==> src/rtl/mem_port_arbiter.sv <==
// rtl/mem_port_arbiter.sv - NUM_REQ-way arbiter sharing one RAM port, registered command and read-response stages
// Optional round-robin arbitration enabled by defining MEM_ARB_ROUND_ROBIN_EN (default: fixed priority, lowest index wins).
module mem_port_arbiter #(
    parameter int NUM_REQ = 4,
    parameter int ADDR_W  = 6,
    parameter int DATA_W  = 14,
    parameter int ID_W    = 2
) (
    input  logic                      clk,
    input  logic                      rst,
    input  logic                      arb_hold,
    input  logic [NUM_REQ-1:0]        req_valid,
    input  logic [NUM_REQ-1:0]        req_write,
    input  logic [NUM_REQ*ADDR_W-1:0] req_addr,
    input  logic [NUM_REQ*DATA_W-1:0] req_wdata,
    output logic [NUM_REQ-1:0]        req_ready,
    output logic [NUM_REQ-1:0]        rsp_valid,
    output logic [DATA_W-1:0]         rsp_rdata,
    output logic [ADDR_W-1:0]         mem_addr,
    output logic [DATA_W-1:0]         mem_data_in,
    output logic                      mem_write_en,
    input  logic [DATA_W-1:0]         mem_data_out
);

    localparam logic [NUM_REQ-1:0] ONE_HOT0 = {{(NUM_REQ-1){1'b0}}, 1'b1};

    logic [ID_W-1:0]   winner;
    logic              any_valid;
    logic              accept;

    logic              cmd_valid;
    logic              cmd_write;
    logic [ID_W-1:0]   cmd_id;
    logic [ADDR_W-1:0] cmd_addr;
    logic [DATA_W-1:0] cmd_wdata;

`ifdef MEM_ARB_ROUND_ROBIN_EN
    logic [ID_W-1:0] rr_ptr;
    logic [ID_W-1:0] cand;

    // Search starts just after the last winner so every requester is reached within NUM_REQ accepts.
    always_comb begin
        winner    = '0;
        any_valid = 1'b0;
        cand      = '0;
        for (int k = 1; k <= NUM_REQ; k++) begin
            cand = ID_W'((int'(rr_ptr) + k) % NUM_REQ);
            if (!any_valid && req_valid[cand]) begin
                winner    = cand;
                any_valid = 1'b1;
            end
        end
    end

    always_ff @(posedge clk or posedge rst) begin
        if (rst) begin
            rr_ptr <= ID_W'(NUM_REQ - 1);
        end else if (accept) begin
            rr_ptr <= winner;
        end
    end
`else
    // Descending scan so the lowest valid index is the final assignment.
    always_comb begin
        winner    = '0;
        any_valid = 1'b0;
        for (int i = NUM_REQ - 1; i >= 0; i--) begin
            if (req_valid[i]) begin
                winner    = ID_W'(i);
                any_valid = 1'b1;
            end
        end
    end
`endif

    assign accept    = any_valid & ~arb_hold & ~rst;
    assign req_ready = accept ? (ONE_HOT0 << winner) : '0;

    // Stage C: capture the granted command.
    always_ff @(posedge clk or posedge rst) begin
        if (rst) begin
            cmd_valid <= 1'b0;
            cmd_write <= 1'b0;
            cmd_id    <= '0;
            cmd_addr  <= '0;
            cmd_wdata <= '0;
        end else if (accept) begin
            cmd_valid <= 1'b1;
            cmd_write <= req_write[winner];
            cmd_id    <= winner;
            cmd_addr  <= req_addr[winner*ADDR_W +: ADDR_W];
            cmd_wdata <= req_wdata[winner*DATA_W +: DATA_W];
        end else begin
            cmd_valid <= 1'b0;
        end
    end

    // Stage M: RAM port driven straight from the command register.
    assign mem_addr     = cmd_addr;
    assign mem_data_in  = cmd_wdata;
    assign mem_write_en = cmd_valid & cmd_write;

    // Stage R: register the combinational RAM read and tag it to the issuing requester.
    always_ff @(posedge clk or posedge rst) begin
        if (rst) begin
            rsp_valid <= '0;
            rsp_rdata <= '0;
        end else if (cmd_valid && !cmd_write) begin
            rsp_valid <= ONE_HOT0 << cmd_id;
            rsp_rdata <= mem_data_out;
        end else begin
            rsp_valid <= '0;
        end
    end

endmodule

==> config.mk <==
export PLATFORM = sky130hd
export DESIGN_NAME = mem_port_arbiter
export DESIGN_NICKNAME = d
export VERILOG_FILES = /design/src/rtl/mem_port_arbiter.sv
export SDC_FILE = /design/constraint.sdc
export NUM_CORES = 1
export LEC_CHECK = 0
export BUFFER_PORTS_ARGS = -buffer_cell sky130_fd_sc_hd__buf_2
export CAP_MARGIN = 20
export CORE_UTILIZATION = 45
export DETAILED_ROUTE_END_ITERATION = 8
export PLACE_DENSITY = 0.84
export SLEW_MARGIN = 20
export SYNTH_ARGS = -nofsm -noshare
export SYNTH_HDL_FRONTEND = slang
export SYNTH_SLANG_ARGS = --single-unit
==> constraint.sdc <==
create_clock -name clk -period 3.1 [get_ports clk]
set_input_delay 0.31 -clock clk [delete_from_list [all_inputs] [get_ports clk]]
set_output_delay 0.31 -clock clk [all_outputs]
set_load 0.02 [all_outputs]
# == Word level (Yosys, flattened, before mapping) ==
# Cells that the tools add are included.
# Widths: inputs -> output; s select.
# word_totals
regBits,42
word_cells,34
# op_classes
mul,2
magnitude_cmp,1
shifts,4
mux,13
bitwise_logic,5
reduce_logical,2
# op_table
op,n
$shiftx 56x7->14,1
$shiftx 24x6->6,1
$mux 2,4
$mux 4,2
$shl 1x2->4 const A,2
$mux 1,6
$mul 2x3->5 const B,1
$mul 2x2->4 const B,1
$and 1x1->1,3
$lt 2x3->1 const B,1
$bmux 1 s2,1
$not 1->1,2
$logic_and 1x1->1,1
$logic_not 1->1,1

# == Logic depth before layout (Yosys ltp) ==
# depth
word_depth,7
ltp_mapped,6
depth_no_buf,3

# == Least setup slack after synthesis ==
# No wires, ideal clock.
# synth_timing
path_kind,input -> output
from,in req_valid[0]
to,out req_ready[3]
arrival_time_ps,1598
required_ps,2790
path_slack_ps,1192
path_stages,5
n_path_buf,3
cell_sequence,buf_2 > or2_1 > clkbuf_1 > buf_2 > nor4_1
# synth_between
elab_chain_cells,4
elab_cells_between_ends,6
cone_classes,1 x shift; 3 x mux; 2 x bitwise
# synth_lines
element,line,text
from (decl),12,"input logic [NUM_REQ-1:0] req_valid,"
$mux 1,68,if (req_valid[i]) begin
$and 1x1->1 (2 in a row),76,assign accept = any_valid & ~arb_hold & ~rst;
$mux 4 *,77,assign req_ready = accept ? (ONE_HOT0 << winner) : '0;
to (decl),16,"output logic [NUM_REQ-1:0] req_ready,"
# Every way passes the cells marked *; elsewhere a longest branch is shown, timed or not.

# == Worst setup path after layout ==
# layout_timing
from,in req_valid[2]
to,reg cmd_addr[4] (netlist: mem_addr[4])
# layout_between
elab_chain_cells,5
elab_cells_between_ends,10
cone_classes,1 x mul; 1 x shift; 6 x mux; 2 x bitwise
# layout_lines
element,line,text
$mux 2 or $mux 1 (tied branches) (3 in a row),68,
$mul 2x2->4 or $and 1x1->1 (tied branches),"91, 76",
$shiftx 24x6->6 or $and 1x1->1 (tied branches),"91, 76",
to (signal assigned),91,cmd_addr <= req_addr[winner*ADDR_W +: ADDR_W];
to (decl),34,logic [ADDR_W-1:0] cmd_addr;
# Parallel ways exist; a longest one is shown, timed or not.
# A chain may end at the register's enable or synchronous reset.

==> results.md <==
- The number of setup buffers added after CTS is 0.
- The cell sitting at the root of the clock tree is a sky130_fd_sc_hd__clkbuf_8.
- Counting distinct cell types in the post-synthesis netlist gives 29.
- In the routed layout, each cell is associated on average with a via count of 5.652.
- Clock latency on the worst-skew pair, taken at its later pin, is 0.28 ns.
- The total number of H-tree levels is 2.
- The portion of the post-synthesis area used by sequential elements is 0.4407.
- For this run, the number of Yosys warnings is 0.
- At the end of routability-driven placement, the weighted congestion stood at 0.7866.
- The average wire length per cell after detail routing is 15.81 um.
- The region available for standard cell placement spans 5107 um2.
- The via count is 2,583.
- The final clock skew is 0.002812 ns.
- Power comes to 1695 uW.
- The capturing point of the worst reg2reg path is rsp_rdata[4].
- The worst setup path is launched from an input pin.
- STA classifies the critical path endpoint as a flip-flop.
- The post-synthesis instance total is 256.
- The maximum achievable frequency is 0.5168 GHz.
- Clock tree synthesis found a total of 42 sinks.
- The number of max-slew violations in the final report is 0.
- TritonCTS built the clock tree.
- The worst min-delay path class is input pin to asynchronous set/reset pin.
- The synthesized netlist occupies a cell area of 2385 um2.
- Across the run, the number of max-cap violations was 0.
- Measured in cells, the most critical reg-to-reg path has a length of 3.
- Final hold analysis gives a worst-case slack of 0.2190 ns.
- The number of placed instances, taps included is 450.
- The count of routing violations after the opening detailed-route iteration is 218.
- In this run, post-CTS hold repair placed 0 buffers.
- The flow ran to the end, and the final reports show no timing, DRC or antenna violations.
- Of the post-synthesis cell area, the dominant cell type holds 0.4407.
- The final core area utilization is 0.6330.
- The final critical-path required period is 1.935 ns.
- The top-level I/O count is 148.
- The actual slew at the worst max-slew pin is 0.9056 ns.
- The full die area is 5594 um2.
- The fraction of final layout cells sized beyond drive strength 1 is 0.4651.
- Counting flops and latches in the post-synthesis netlist gives 42.
- Dividing the final minimum period by the clock period gives 0.6242.
- The data required time at the worst endpoint is 3.20 ns.
- The floorplan step set the die height to 74.80 um.
- The longest clock path from root to sink contains 2 buffers.
- The first-pass GRT wire length is 10,880 um.
- The number of global-route vias before repair came to 2,377.
- The worst IR drop on VDD is 0.2944 mV.
- Setup violations remaining at the end of the flow were counted as 0.
- In this run the worst path has a maximum fanout of 49.
- The number of inserted filler cells in the final layout is 466.
- The area growth from synthesis to layout is 35.57%.
- The total of buffers placed on input and output ports is 147.
- The number of antenna violations at the first check in global routing is 0.
- The final-report hold violation count is 0.
- The total DRC errors in the routed layout is 0.
- The worst endpoint data arrival time is 2.03 ns.
- For this design the ratio of total power to cell area is 524.4 nW/um2.
- The commonest non-fill, non-tap cell in the layout is sky130_fd_sc_hd__buf_2.
- The remaining global-route overflow is 0.
- The sequential cell area is 1051 um2.
- The number of nets in the layout is 492.
- Headroom to the max-slew limit came out at 0.3956.
- The routed design has 7227 um of wire.
- Clock-pin slew was measured on the worst setup and hold paths at 0.07 ns.
- The most critical setup path has its startpoint at req_valid[2].
- The kind of critical path is input pin to flip-flop.
- Dividing the synthesized area by the synthesized cell count gives 9.316 um2.
- The leakage dissipation is 0.001522 uW.
- Sorting the synthesized cells by area gives the leading types as sky130_fd_sc_hd__dfrtp_1 (44%), sky130_fd_sc_hd__a41oi_1 (7.0%), sky130_fd_sc_hd__mux2_2 (6.6%).
- Measured along the x axis, the die boundary spans 74.80 um.
- The post-CTS resize count is 0.
- The worst register-to-register path has a setup slack of 1.86 ns.
- The initial core utilization is 0.4669.
- 0 antenna diodes ended up in the layout.
- The biggest area contributor in the post-synthesis netlist is sky130_fd_sc_hd__dfrtp_1.
- The final cell count without fillers is 457.
- Setup repair after global routing left no endpoint under its margin.
- Entering global routing, the biggest net connects 50 pins.
- The final antenna-violating net count is 0.
- The startpoint of the worst-slack reg-to-reg timing path is cmd_write.
- The number of iterations in the first detailed-routing pass is 4.
- Synthesis produced a netlist with a net count of 361.
- The wire-length estimate of the detail-placed layout is 5309 um.
- Across every metal layer, demand over resource in global routing totals 0.2546.
- Summed over all failing endpoints, the final setup total negative slack is 0 ns.
- Summing all multi-input logic gate instances after layout gives 1205 um2.
- In the layout the commonest cells are sky130_fd_sc_hd__buf_2 (147), sky130_fd_sc_hd__dfrtp_1 (42), sky130_fd_sc_hd__nand2_1 (41).
- The floorplan has 26 rows.
- The number of buffers inserted during clock tree synthesis is 5.
## cells in the mapped netlist
cell	count
sky130_fd_sc_hd__dfrtp_1	42
sky130_fd_sc_hd__or2_2	1
sky130_fd_sc_hd__a211o_1	2
sky130_fd_sc_hd__nand3b_1	21
sky130_fd_sc_hd__and3b_1	1
sky130_fd_sc_hd__and2_1	2
sky130_fd_sc_hd__or2_1	2
sky130_fd_sc_hd__nor3_1	2
sky130_fd_sc_hd__o21a_1	2
sky130_fd_sc_hd__buf_2	10
sky130_fd_sc_hd__a21oi_1	25
sky130_fd_sc_hd__nor2_1	3
sky130_fd_sc_hd__nor4b_1	1
sky130_fd_sc_hd__buf_6	3
sky130_fd_sc_hd__nor4_1	1
sky130_fd_sc_hd__clkbuf_1	14
sky130_fd_sc_hd__and3_1	1
sky130_fd_sc_hd__a41oi_1	19
sky130_fd_sc_hd__or4_4	1
sky130_fd_sc_hd__o21ai_0	19
sky130_fd_sc_hd__nor4_2	1
sky130_fd_sc_hd__nor3b_1	1
sky130_fd_sc_hd__o32a_1	2
sky130_fd_sc_hd__nand2_1	41
sky130_fd_sc_hd__o22a_1	1
sky130_fd_sc_hd__nor2b_1	2
sky130_fd_sc_hd__inv_1	3
sky130_fd_sc_hd__mux2_2	14
sky130_fd_sc_hd__a21o_1	19
## state kept, by name, indices dropped and copies added, names as in the netlist
signal and flops:
rsp_rdata 14, rsp_valid 4, mem_addr 6, cmd_write 1
mem_data_in 14, cmd_valid 1, cmd_id 2
## kinds of logic (layout without fill, tap and decap cells)
| family | after synthesis | in the layout | share of synthesized area |
|---|---|---|---|
| compound gates | 89 | 89 | 0.2476 |
| simple gates | 81 | 81 | 0.1836 |
| buf+inv | 30 | 161 | 0.06191 |
| flops | 42 | 42 | 0.4407 |
| mux | 14 | 14 | 0.06611 |
## critical path: stages
cell and delay (ns):
sky130_fd_sc_hd__buf_2 0.58, sky130_fd_sc_hd__nor4_2 0.16, sky130_fd_sc_hd__nor2_2 0.73, sky130_fd_sc_hd__a41oi_1 0.24
## routing by layer
metal	vias to the layer above	part of all wire	GRT usage	wire, um
met2	151	0.50	0.4354	3605
li1	1187	-	-	-
met3	12	0.10	0.06158	748
met5	-	0	0	0
met1	1233	0.38	0.3171	2752
met4	0	0.017	0.08176	122
## worst max-delay path by stage
stage | endpoint
global route | cmd_write
global placement | mem_data_in[2]
finish | mem_addr[4]
CTS | cmd_write
detailed placement | mem_addr[1]
floorplan | req_ready[3]
## metrics by stage
step | setup slack (ns) | cell area [um2]
finish | 1.165 | 3233
global route | 0.9667 | 3233
CTS | 1.195 | 3227
detailed placement | 0.8897 | 3114
global placement | 1.005 | 3114
floorplan | 1.192 | 2385
## report_power, final
part	switching [uW]	total, uW	internal, uW	leakage (uW)
sequential	60.0	719	659	0.000493
combinational	319	550	230	0.000972
clock	169	427	258	0.0000573
total	549	1700	1150	0.00152
## layout make-up
cell class	instances	area share
timing repair buffer	151	0.2368
inverter	3	0.003483
clock inverter	1	0.009288
multi-input combinational	184	0.3727
sequential	42	0.3251
clock buffer	6	0.02554
tap	70	0.02709
Power figures use the tool's default switching activity.
